==> src/rtl/knight_uart_pkg.sv <==
// Shared definitions for the robot-side UART command link: baud divider,
// response codes understood by cmd_proc and the remote sender, and the
// state encodings used by the receiver, transmitter and command assembler.
package knight_uart_pkg;

  // 50 MHz system clock divided down to 19200 baud
  localparam int BAUD_DIV_DEFAULT = 2604;

  // Width of every baud-rate counter in the link
  localparam int BAUD_CNT_W = 12;

  // Response bytes sent back to the remote side
  localparam logic [7:0] POS_ACK = 8'hA5;
  localparam logic [7:0] ACK     = 8'h5A;

  typedef enum logic {
    RX_IDLE,
    RX_RECV
  } rx_state_t;

  typedef enum logic {
    TX_IDLE,
    TX_SHIFT
  } tx_state_t;

  typedef enum logic {
    WAIT_HIGH,
    WAIT_LOW
  } asm_state_t;

  // Serial frame as shifted out LSB first: start bit, data, stop bit
  function automatic logic [9:0] tx_frame(input logic [7:0] data);
    return {1'b1, data, 1'b0};
  endfunction

endpackage

==> src/rtl/knight_uart_rx.sv <==
// Serial byte receiver: synchronizes RX, detects the start edge, samples
// each bit in the middle of its period and emits a one-cycle rx_rdy pulse
// for every byte whose stop bit reads as 1.
module uart_rx
  import knight_uart_pkg::*;
#(
  parameter int BAUD_DIV = BAUD_DIV_DEFAULT
) (
  input  logic       clk,
  input  logic       rst_n,
  input  logic       rx,
  output logic [7:0] rx_data,
  output logic       rx_rdy
);

  // First sample lands half a bit after the edge, the rest a full bit apart
  localparam logic [BAUD_CNT_W-1:0] HALF_LOAD = BAUD_CNT_W'(BAUD_DIV / 2 - 1);
  localparam logic [BAUD_CNT_W-1:0] FULL_LOAD = BAUD_CNT_W'(BAUD_DIV - 1);

  rx_state_t             rx_state;
  rx_state_t             rx_nxt;
  logic                  rx_meta;
  logic                  rx_sync;
  logic                  rx_prev;
  logic                  start_edge;
  logic [BAUD_CNT_W-1:0] baud_cnt;
  logic [3:0]            bit_cnt;
  logic [7:0]            shift_reg;
  logic                  bit_tick;
  logic                  is_glitch;
  logic                  is_stop;

  // Two-flop synchronizer plus one history flop for edge detection, idle high
  always_ff @(posedge clk or negedge rst_n) begin
    if (!rst_n) begin
      rx_meta <= 1'b1;
      rx_sync <= 1'b1;
      rx_prev <= 1'b1;
    end else begin
      rx_meta <= rx;
      rx_sync <= rx_meta;
      rx_prev <= rx_sync;
    end
  end

  assign start_edge = rx_prev & ~rx_sync;
  assign bit_tick   = (rx_state == RX_RECV) && (baud_cnt == '0);
  assign is_glitch  = bit_tick && (bit_cnt == 4'd0) && rx_sync;
  assign is_stop    = bit_tick && (bit_cnt == 4'd9);

  // Receiver state register
  always_ff @(posedge clk or negedge rst_n) begin
    if (!rst_n) begin
      rx_state <= RX_IDLE;
    end else begin
      rx_state <= rx_nxt;
    end
  end

  // Next state: arm on a start edge, drop back on a glitch or after the stop sample
  always_comb begin
    rx_nxt = rx_state;
    case (rx_state)
      RX_IDLE: begin
        if (start_edge) begin
          rx_nxt = RX_RECV;
        end
      end
      RX_RECV: begin
        if (is_glitch || is_stop) begin
          rx_nxt = RX_IDLE;
        end
      end
    endcase
  end

  // Baud and bit counters, data shift register and the byte-ready pulse
  always_ff @(posedge clk or negedge rst_n) begin
    if (!rst_n) begin
      baud_cnt  <= '0;
      bit_cnt   <= 4'd0;
      shift_reg <= 8'h00;
      rx_rdy    <= 1'b0;
    end else begin
      rx_rdy <= 1'b0;
      if (rx_state == RX_IDLE) begin
        if (start_edge) begin
          baud_cnt <= HALF_LOAD;
          bit_cnt  <= 4'd0;
        end
      end else if (bit_tick) begin
        if (is_glitch || is_stop) begin
          baud_cnt <= '0;
          bit_cnt  <= 4'd0;
          rx_rdy   <= is_stop & rx_sync;
        end else begin
          baud_cnt <= FULL_LOAD;
          bit_cnt  <= bit_cnt + 4'd1;
          if (bit_cnt != 4'd0) begin
            shift_reg <= {rx_sync, shift_reg[7:1]};
          end
        end
      end else begin
        baud_cnt <= baud_cnt - 1'b1;
      end
    end
  end

  assign rx_data = shift_reg;

endmodule

==> src/rtl/knight_uart_wrapper.sv <==
// Robot-side end of the command link: pairs received bytes into 16-bit
// commands for cmd_proc and serializes one-byte responses back over TX.
module knight_uart_wrapper
  import knight_uart_pkg::*;
#(
  parameter int BAUD_DIV = BAUD_DIV_DEFAULT
) (
  input  logic        clk,
  input  logic        rst_n,
  input  logic        RX,
  output logic        TX,
  output logic [15:0] cmd,
  output logic        cmd_rdy,
  input  logic        clr_cmd_rdy,
  input  logic [7:0]  resp,
  input  logic        trmt,
  output logic        tx_done
);

  localparam logic [BAUD_CNT_W-1:0] BAUD_LAST = BAUD_CNT_W'(BAUD_DIV - 1);

  logic [7:0]            rx_data;
  logic                  rx_rdy;

  asm_state_t            asm_state;
  asm_state_t            asm_nxt;
  logic                  latch_high;
  logic                  latch_cmd;
  logic [7:0]            high_byte;

  tx_state_t             tx_state;
  tx_state_t             tx_nxt;
  logic                  tx_load;
  logic                  tx_tick;
  logic                  tx_last;
  logic [9:0]            tx_shift;
  logic [BAUD_CNT_W-1:0] tx_baud;
  logic [3:0]            tx_bit;

  uart_rx #(
    .BAUD_DIV (BAUD_DIV)
  ) u_rx (
    .clk     (clk),
    .rst_n   (rst_n),
    .rx      (RX),
    .rx_data (rx_data),
    .rx_rdy  (rx_rdy)
  );

  // Assembler state register
  always_ff @(posedge clk or negedge rst_n) begin
    if (!rst_n) begin
      asm_state <= WAIT_HIGH;
    end else begin
      asm_state <= asm_nxt;
    end
  end

  // Alternate between high and low byte on every received byte
  always_comb begin
    asm_nxt    = asm_state;
    latch_high = 1'b0;
    latch_cmd  = 1'b0;
    if (rx_rdy) begin
      case (asm_state)
        WAIT_HIGH: begin
          latch_high = 1'b1;
          asm_nxt    = WAIT_LOW;
        end
        WAIT_LOW: begin
          latch_cmd = 1'b1;
          asm_nxt   = WAIT_HIGH;
        end
      endcase
    end
  end

  // Command word and ready flag; a completing low byte beats a same-cycle clear
  always_ff @(posedge clk or negedge rst_n) begin
    if (!rst_n) begin
      high_byte <= 8'h00;
      cmd       <= 16'h0000;
      cmd_rdy   <= 1'b0;
    end else begin
      if (latch_high) begin
        high_byte <= rx_data;
      end
      if (latch_cmd) begin
        cmd     <= {high_byte, rx_data};
        cmd_rdy <= 1'b1;
      end else if (latch_high || clr_cmd_rdy) begin
        cmd_rdy <= 1'b0;
      end
    end
  end

  assign tx_tick = (tx_state == TX_SHIFT) && (tx_baud == BAUD_LAST);
  assign tx_last = tx_tick && (tx_bit == 4'd9);

  // Transmitter state register
  always_ff @(posedge clk or negedge rst_n) begin
    if (!rst_n) begin
      tx_state <= TX_IDLE;
    end else begin
      tx_state <= tx_nxt;
    end
  end

  // Accept trmt only while idle so a running frame is never disturbed
  always_comb begin
    tx_nxt  = tx_state;
    tx_load = 1'b0;
    case (tx_state)
      TX_IDLE: begin
        if (trmt) begin
          tx_load = 1'b1;
          tx_nxt  = TX_SHIFT;
        end
      end
      TX_SHIFT: begin
        if (tx_last) begin
          tx_nxt = TX_IDLE;
        end
      end
    endcase
  end

  // Shift register idles at all ones so TX rests high and resets high at once
  always_ff @(posedge clk or negedge rst_n) begin
    if (!rst_n) begin
      tx_shift <= '1;
      tx_baud  <= '0;
      tx_bit   <= 4'd0;
      tx_done  <= 1'b0;
    end else if (tx_load) begin
      tx_shift <= tx_frame(resp);
      tx_baud  <= '0;
      tx_bit   <= 4'd0;
      tx_done  <= 1'b0;
    end else if (tx_state == TX_SHIFT) begin
      if (tx_tick) begin
        tx_baud  <= '0;
        tx_shift <= {1'b1, tx_shift[9:1]};
        if (tx_last) begin
          tx_bit  <= 4'd0;
          tx_done <= 1'b1;
        end else begin
          tx_bit <= tx_bit + 4'd1;
        end
      end else begin
        tx_baud <= tx_baud + 1'b1;
      end
    end
  end

  assign TX = tx_shift[0];

endmodule

==> config.mk <==
export PLATFORM = sky130hd
export DESIGN_NAME = knight_uart_wrapper
export DESIGN_NICKNAME = d
export VERILOG_FILES = /design/src/rtl/knight_uart_pkg.sv /design/src/rtl/knight_uart_rx.sv /design/src/rtl/knight_uart_wrapper.sv
export SDC_FILE = /design/constraint.sdc
export NUM_CORES = 1
export LEC_CHECK = 0
export CORE_ASPECT_RATIO = 1.1
export CORE_UTILIZATION = 53
export CTS_CLUSTER_DIAMETER = 200
export CTS_CLUSTER_SIZE = 12
export DETAILED_ROUTE_END_ITERATION = 12
export PLACE_DENSITY = 0.74
export SYNTH_ARGS = -nofsm -noshare
export SYNTH_HDL_FRONTEND = slang
export SYNTH_SLANG_ARGS = --single-unit
==> constraint.sdc <==
create_clock -name clk -period 2.05 [get_ports clk]
set_input_delay 0.41 -clock clk [delete_from_list [all_inputs] [get_ports clk]]
set_output_delay 0.41 -clock clk [all_outputs]
set_load 0.05 [all_outputs]
[After elaboration in Yosys (flattened, before gate mapping)]
Cells that the tools add are included.
W data, S select, Z words.
Operators by class
  multiply operators: 0
  mux-type cells: 39
  equal/unequal tests: 4
  bitwise logic cells: 7
  add/sub/neg operators: 4
  magnitude comparators: 0
  shifts and indexed selects: 0
  reduce and logical (&&, ||, !) cells: 20
  divide/modulo/power cells: 0
Operators with widths (number)
  $mux W12: 7
  $mux W4: 8
  $mux W10: 3
  $mux W1: 18
  $add A12 B1 Y12 const B: 1
  $eq A12 B12 Y1 const B: 1
  $logic_not A12 Y1: 1
  $sub A12 B1 Y12 const B: 1
  $reduce_bool A2 Y1: 5
  $add A4 B1 Y4 const B: 2
  $eq A4 B4 Y1 const B: 2
  $logic_and A1 B1 Y1: 6
  $pmux W1 S2: 3
  $not A1 Y1: 5
  $logic_not A4 Y1: 1
  $reduce_and A2 Y1: 2
  $reduce_and A4 Y1: 1
  $reduce_bool A4 Y1: 1
  $reduce_and A3 Y1: 1
  $and A1 B1 Y1: 2
  $logic_or A1 B1 Y1: 2
  $ne A2 B2 Y1 const B: 1
Storage, ports and cells
  register bits after elaboration: 83
  input port bits: 13
  memory bits (writable): 0
  memories: 0
  output and inout bits: 19
  bits in read-only memories: 0
  bits in latches: 0
  word-level logic and storage cells: 91

[Longest topological paths before layout]
  depth after elaboration: 8
  depth in mapped cells: 8
  depth with buffers taken out: 7

[Cells and area by module]
From an unflattened synthesis, not the netlist that was laid out.
Unflattened totals
  cells, all modules: 348
  area, all modules: 3881.2 um^2
By module, submodules not included
  knight_uart_wrapper: cells each 213, area each 2406.1 um^2, times used 1, seq. area each 1337.5 um^2
  uart_rx: cells each 135, area each 1475.2 um^2, times used 1, seq. area each 729.4 um^2

[Worst setup path after synthesis]
Ideal clock, no wire load.
  path type: register -> register
  from: register u_rx.baud_cnt[8]
  to: register u_rx.shift_reg[0] (netlist: u_rx.rx_data[0])
  stages on the path, launching flop included: 5
  arrival time: 1.605 ns
  path slack: 0.321 ns
  required time: 1.925 ns
  buffers on the path: 0
  setup time: 0.125 ns
  period minus slack after synthesis: 1.729 ns
  cells stage by stage: dfrtp_1 -> nor4_2 -> nand4_2 -> nor2_4 -> mux2_2
On the way
  word-level cells in the longest chain between the ends: 7
  elaborated cells between the ends (all ways): 8
  classes of those cells: bitwise (1); reduce/logical (7)
Ends and longest elaborated chain
  start: declaration: line knight_uart_rx.sv:26  | logic [BAUD_CNT_W-1:0] baud_cnt;
  start signal: assignment: line knight_uart_rx.sv:104  | baud_cnt <= baud_cnt - 1'b1;
  $logic_not A12 Y1 (*): line knight_uart_rx.sv:47  | assign bit_tick = (rx_state == RX_RECV) && (baud_cnt == '0);
  $logic_and A1 B1 Y1 (*): line knight_uart_rx.sv:47
  $logic_and A1 B1 Y1 (2 in a row): line knight_uart_rx.sv:48  | assign is_glitch = bit_tick && (bit_cnt == 4'd0) && rx_sync;
  $logic_or A1 B1 Y1: line knight_uart_rx.sv:92  | if (is_glitch || is_stop) begin
  $not A1 Y1 (no source line)
  $reduce_and A4 Y1 (no source line) (*)
  end signal: assignment: line knight_uart_rx.sv:100  | shift_reg <= {rx_sync, shift_reg[7:1]};
  end: declaration: line knight_uart_rx.sv:28  | logic [7:0] shift_reg;
Mark *: on every way between the ends. The rest lies on a longest branch, timed or not.
A chain may end at the register's enable or synchronous reset.

[Worst setup path in the final report]
  from: register cmd[11]
  to: output cmd[11]
RTL lines
  start: declaration: line knight_uart_wrapper.sv:12  | output logic [15:0] cmd,
  start signal: assignment: line knight_uart_wrapper.sv:89  | cmd <= {high_byte, rx_data};
No word-level cell between the ends.

==> impl_metrics.json <==
{
  "status": "completed",
  "worstSetupPathDepth": 1,
  "cts_buffers": 9,
  "overflow": 0,
  "cp.required_ns": 1.64,
  "drtIter0Drc": 128,
  "synth_top_area_share_pct": 46.9,
  "total_power_w": 0.00452,
  "tightest_slew_ns": 0.514,
  "fin_skew_ns": 0.0118,
  "layout_min_cycle_time_ns": 1.95,
  "synth-edff-count": 0,
  "synthTopCellsByArea": "dfrtp_1 47%, mux2_2 9.7%, dfstp_2 8.4%",
  "slew_viol_final": 0,
  "gp_congestion": 0.826,
  "h-tree-depth": 3,
  "first_pass_iters": 4,
  "cp_slowest_cell": "clkdlybuf4s50_1",
  "yosysMostFrequentCell": "dfrtp_1",
  "clkLatencyLatePin_ns": 0.35,
  "netlist_area_mm2": 0.00373,
  "die-area_mm2": 0.00738,
  "clock_sinks": 82,
  "clockBufferDepth": 2,
  "cp_num_buf_inv": 1,
  "slowest_delay_ns": 0.82,
  "grt_first_pass_wirelength_um": 12400,
  "die_w_um": 82.0,
  "hold_viol": 0,
  "p_leak_nw": 2.09,
  "syn_inst": 324,
  "final_layout_size_suffix_gt1_share_pct": 23.0,
  "grt_max_degree": 35,
  "yosysUniqueCellTypes": 49,
  "yosysTopAreaCell": "dfrtp_1",
  "setup_tns_ns": 0,
  "coreArea_mm2": 0.00671,
  "num_rows": 31,
  "sw_frac_of_total_pct": 30.7,
  "ys_seq_area_share_pct": 55.4,
  "synth_warnings": 0,
  "seqPwrFrac_pct": 47.4,
  "area.growth.synth_to_final_pct": 20.4,
  "cp_top_family": "buffers and inverters",
  "finalWirelength_um": 7160,
  "setup_viol": 0,
  "fmax_mhz": 512,
  "synth_common_cells": "70 x dfrtp_1, 32 x mux2_2, 25 x nand2_1",
  "post_cts_buffers": 0,
  "max_cap_violations": 0,
  "end_kind": "output pin",
  "via_count": 2611,
  "clkPwrFrac_pct": 32.4,
  "cp_cell_sequence": "clkdlybuf4s50_1",
  "finalNonFillerCells": 461,
  "grt_pass1_vias": 2643,
  "grtUsageTotal_pct": 21.9,
  "fillers": 498,
  "power.density_mw_per_mm2": 1000,
  "antenna_found_initial": 0,
  "place_hpwl_um": 5120,
  "io_buffer_count": 31,
  "comb_power_share_pct": 20.2,
  "timing.hold.worst.class": "reg -> reg",
  "async_reset_ff_share_pct": 100,
  "start_util_pct": 55.6,
  "ant_nets": 0,
  "p_int_w": 0.00313,
  "die_h_um": 90.0,
  "ir_drop_v": 0.000644,
  "clk_pin_slew_ns": 0.09,
  "synthFlopType": "dfrtp_1",
  "arrival_ns": 1.54,
  "detail_route.drc_violations": 0,
  "hold_ws_ns": 0.364,
  "nNetsFinal": 395,
  "via_per_inst": 5.66,
  "ys_ff_latch": 82,
  "fin_crit_sh_pct": 95.3,
  "min_path_cells": 0,
  "ioPinCount": 32,
  "critPathKind": "reg -> out",
  "r2r_cells": 4,
  "wire_per_inst_um": 15.5,
  "rsz0062_at_grt": "no",
  "clockRootBuffer": "clkbuf_8",
  "power.switching_w": 0.00139,
  "synth_fp_nets": 345,
  "cp-start-kind": "flop",
  "avgSynthCellArea_um2": 11.5,
  "cp_max_fo": 2,
  "diodes": 0,
  "dpl.cell_count": 444,
  "cts_tree": "yes",
  "relSlewSlack_pct": 65.6
}
-- logic make-up after synthesis --
| logic type | after synthesis | synth area share, % |
|---|---|---|
| flip-flops | 82 | 55.4 |
| buffers and inverters | 18 | 2.04 |
| multiplexers | 40 | 11.8 |
| adder cells (fa/ha/maj) | 8 | 2.68 |
| AND/OR/NAND/NOR | 111 | 16.3 |
| XOR/XNOR | 12 | 2.81 |
| AO/OA/AOI/OAI | 53 | 8.98 |
-- cells in the final DEF, fill, tap and decap left out, types with 3 or more instances in the layout --
cell             instances
dfrtp_1                 70
clkdlybuf4s50_1         29
nand4_1                  5
clkbuf_8                 9
dfstp_2                 12
nand2b_1                 9
bufinv_16                3
nand3_1                 16
mux2i_1                  8
o31ai_1                  4
a21o_1                   3
ha_1                     8
nor4_1                   3
nor3_1                   7
xor2_1                   6
nand2_1                 25
a21oi_1                  9
nor2b_1                  3
inv_1                    9
xnor2_1                  6
mux2_2                  32
a22o_1                   5
o21ai_0                 22
nor2_1                  23
buf_4                   17
-- final timing paths --
path | startpoint | end | slack [ns]
max | cmd[11] | cmd[11] | 0.1
min reg2reg | u_rx.rx_meta | u_rx.rx_sync | 0.36
min in group asynchronous | rst_n | tx_bit[2] | 0.55
max in group asynchronous | rst_n | tx_shift[4] | 0.87
max reg2reg | u_rx.baud_cnt[8] | u_rx.rx_data[7] | 0.1
min | u_rx.rx_meta | u_rx.rx_sync | 0.36
-- per-layer routing --
| layer | vias to the layer above | wire length [µm] | track usage [%] |
|---|---|---|---|
| met5 | - | 0 | 0 |
| li1 | 1260 | - | - |
| met1 | 1296 | 3300 | 29.1 |
| met2 | 45 | 3540 | 35.1 |
| met3 | 10 | 227 | 5.28 |
| met4 | 0 | 89 | 6.58 |
-- per-stage QoR --
stage / area [µm²] / worst slack, ns / utilization, %
global route: 4500 / 0.0267 / 67.0
CTS: 4500 / 0.0751 / 67.0
global placement: 4230 / 0.177 / 63.1
finish: 4500 / 0.0970 / 67.0
floorplan: 3730 / 0.321 / -
detailed placement: 4230 / 0.139 / 63.1
-- timing repair --
item | CTS | global route
gates resized for setup | 0 | 0
endpoints found under the hold margin | 9 | 0
endpoints found under the setup margin | 0 | 0
hold buffers | 1 | 0
-- registers in the layout (all words and copies together) (netlist names) --
register	flops
tx_bit	4
u_rx.rx_prev	1
u_rx.rx_meta	1
u_rx.bit_cnt	4
u_rx.rx_data	8
u_rx.rx_sync	1
tx_baud	12
u_rx.rx_state	1
asm_state	1
tx_state	1
tx_done	1
cmd_rdy	1
u_rx.baud_cnt	12
high_byte	8
cmd	16
tx_shift	9
u_rx.rx_rdy	1
-- layout make-up --
| cell class | count | area [µm²] | area share (%) |
|---|---|---|---|
| clock buffers | 9 | 124 | 2.76 |
| clock inverters | 7 | 130 | 2.89 |
| inverters | 9 | 33.8 | 0.751 |
| multi-input cells | 224 | 1590 | 35.4 |
| flip-flops and latches | 82 | 2070 | 46.0 |
| well taps | 82 | 103 | 2.28 |
| repair buffers | 48 | 448 | 9.96 |
-- power groups by stage --
stage | sequential [W] | combinational, W | clock [W]
after floorplan | 0.00212 | 0.000625 | 0
after global placement | 0.00214 | 0.000877 | 0
after detailed placement | 0.00215 | 0.000911 | 0
after CTS | 0.00213 | 0.000922 | 0.00149
after global routing | 0.00217 | 0.00103 | 0.00157
final | 0.00214 | 0.000913 | 0.00146
No activity file was read; power rests on OpenSTA's default activity.
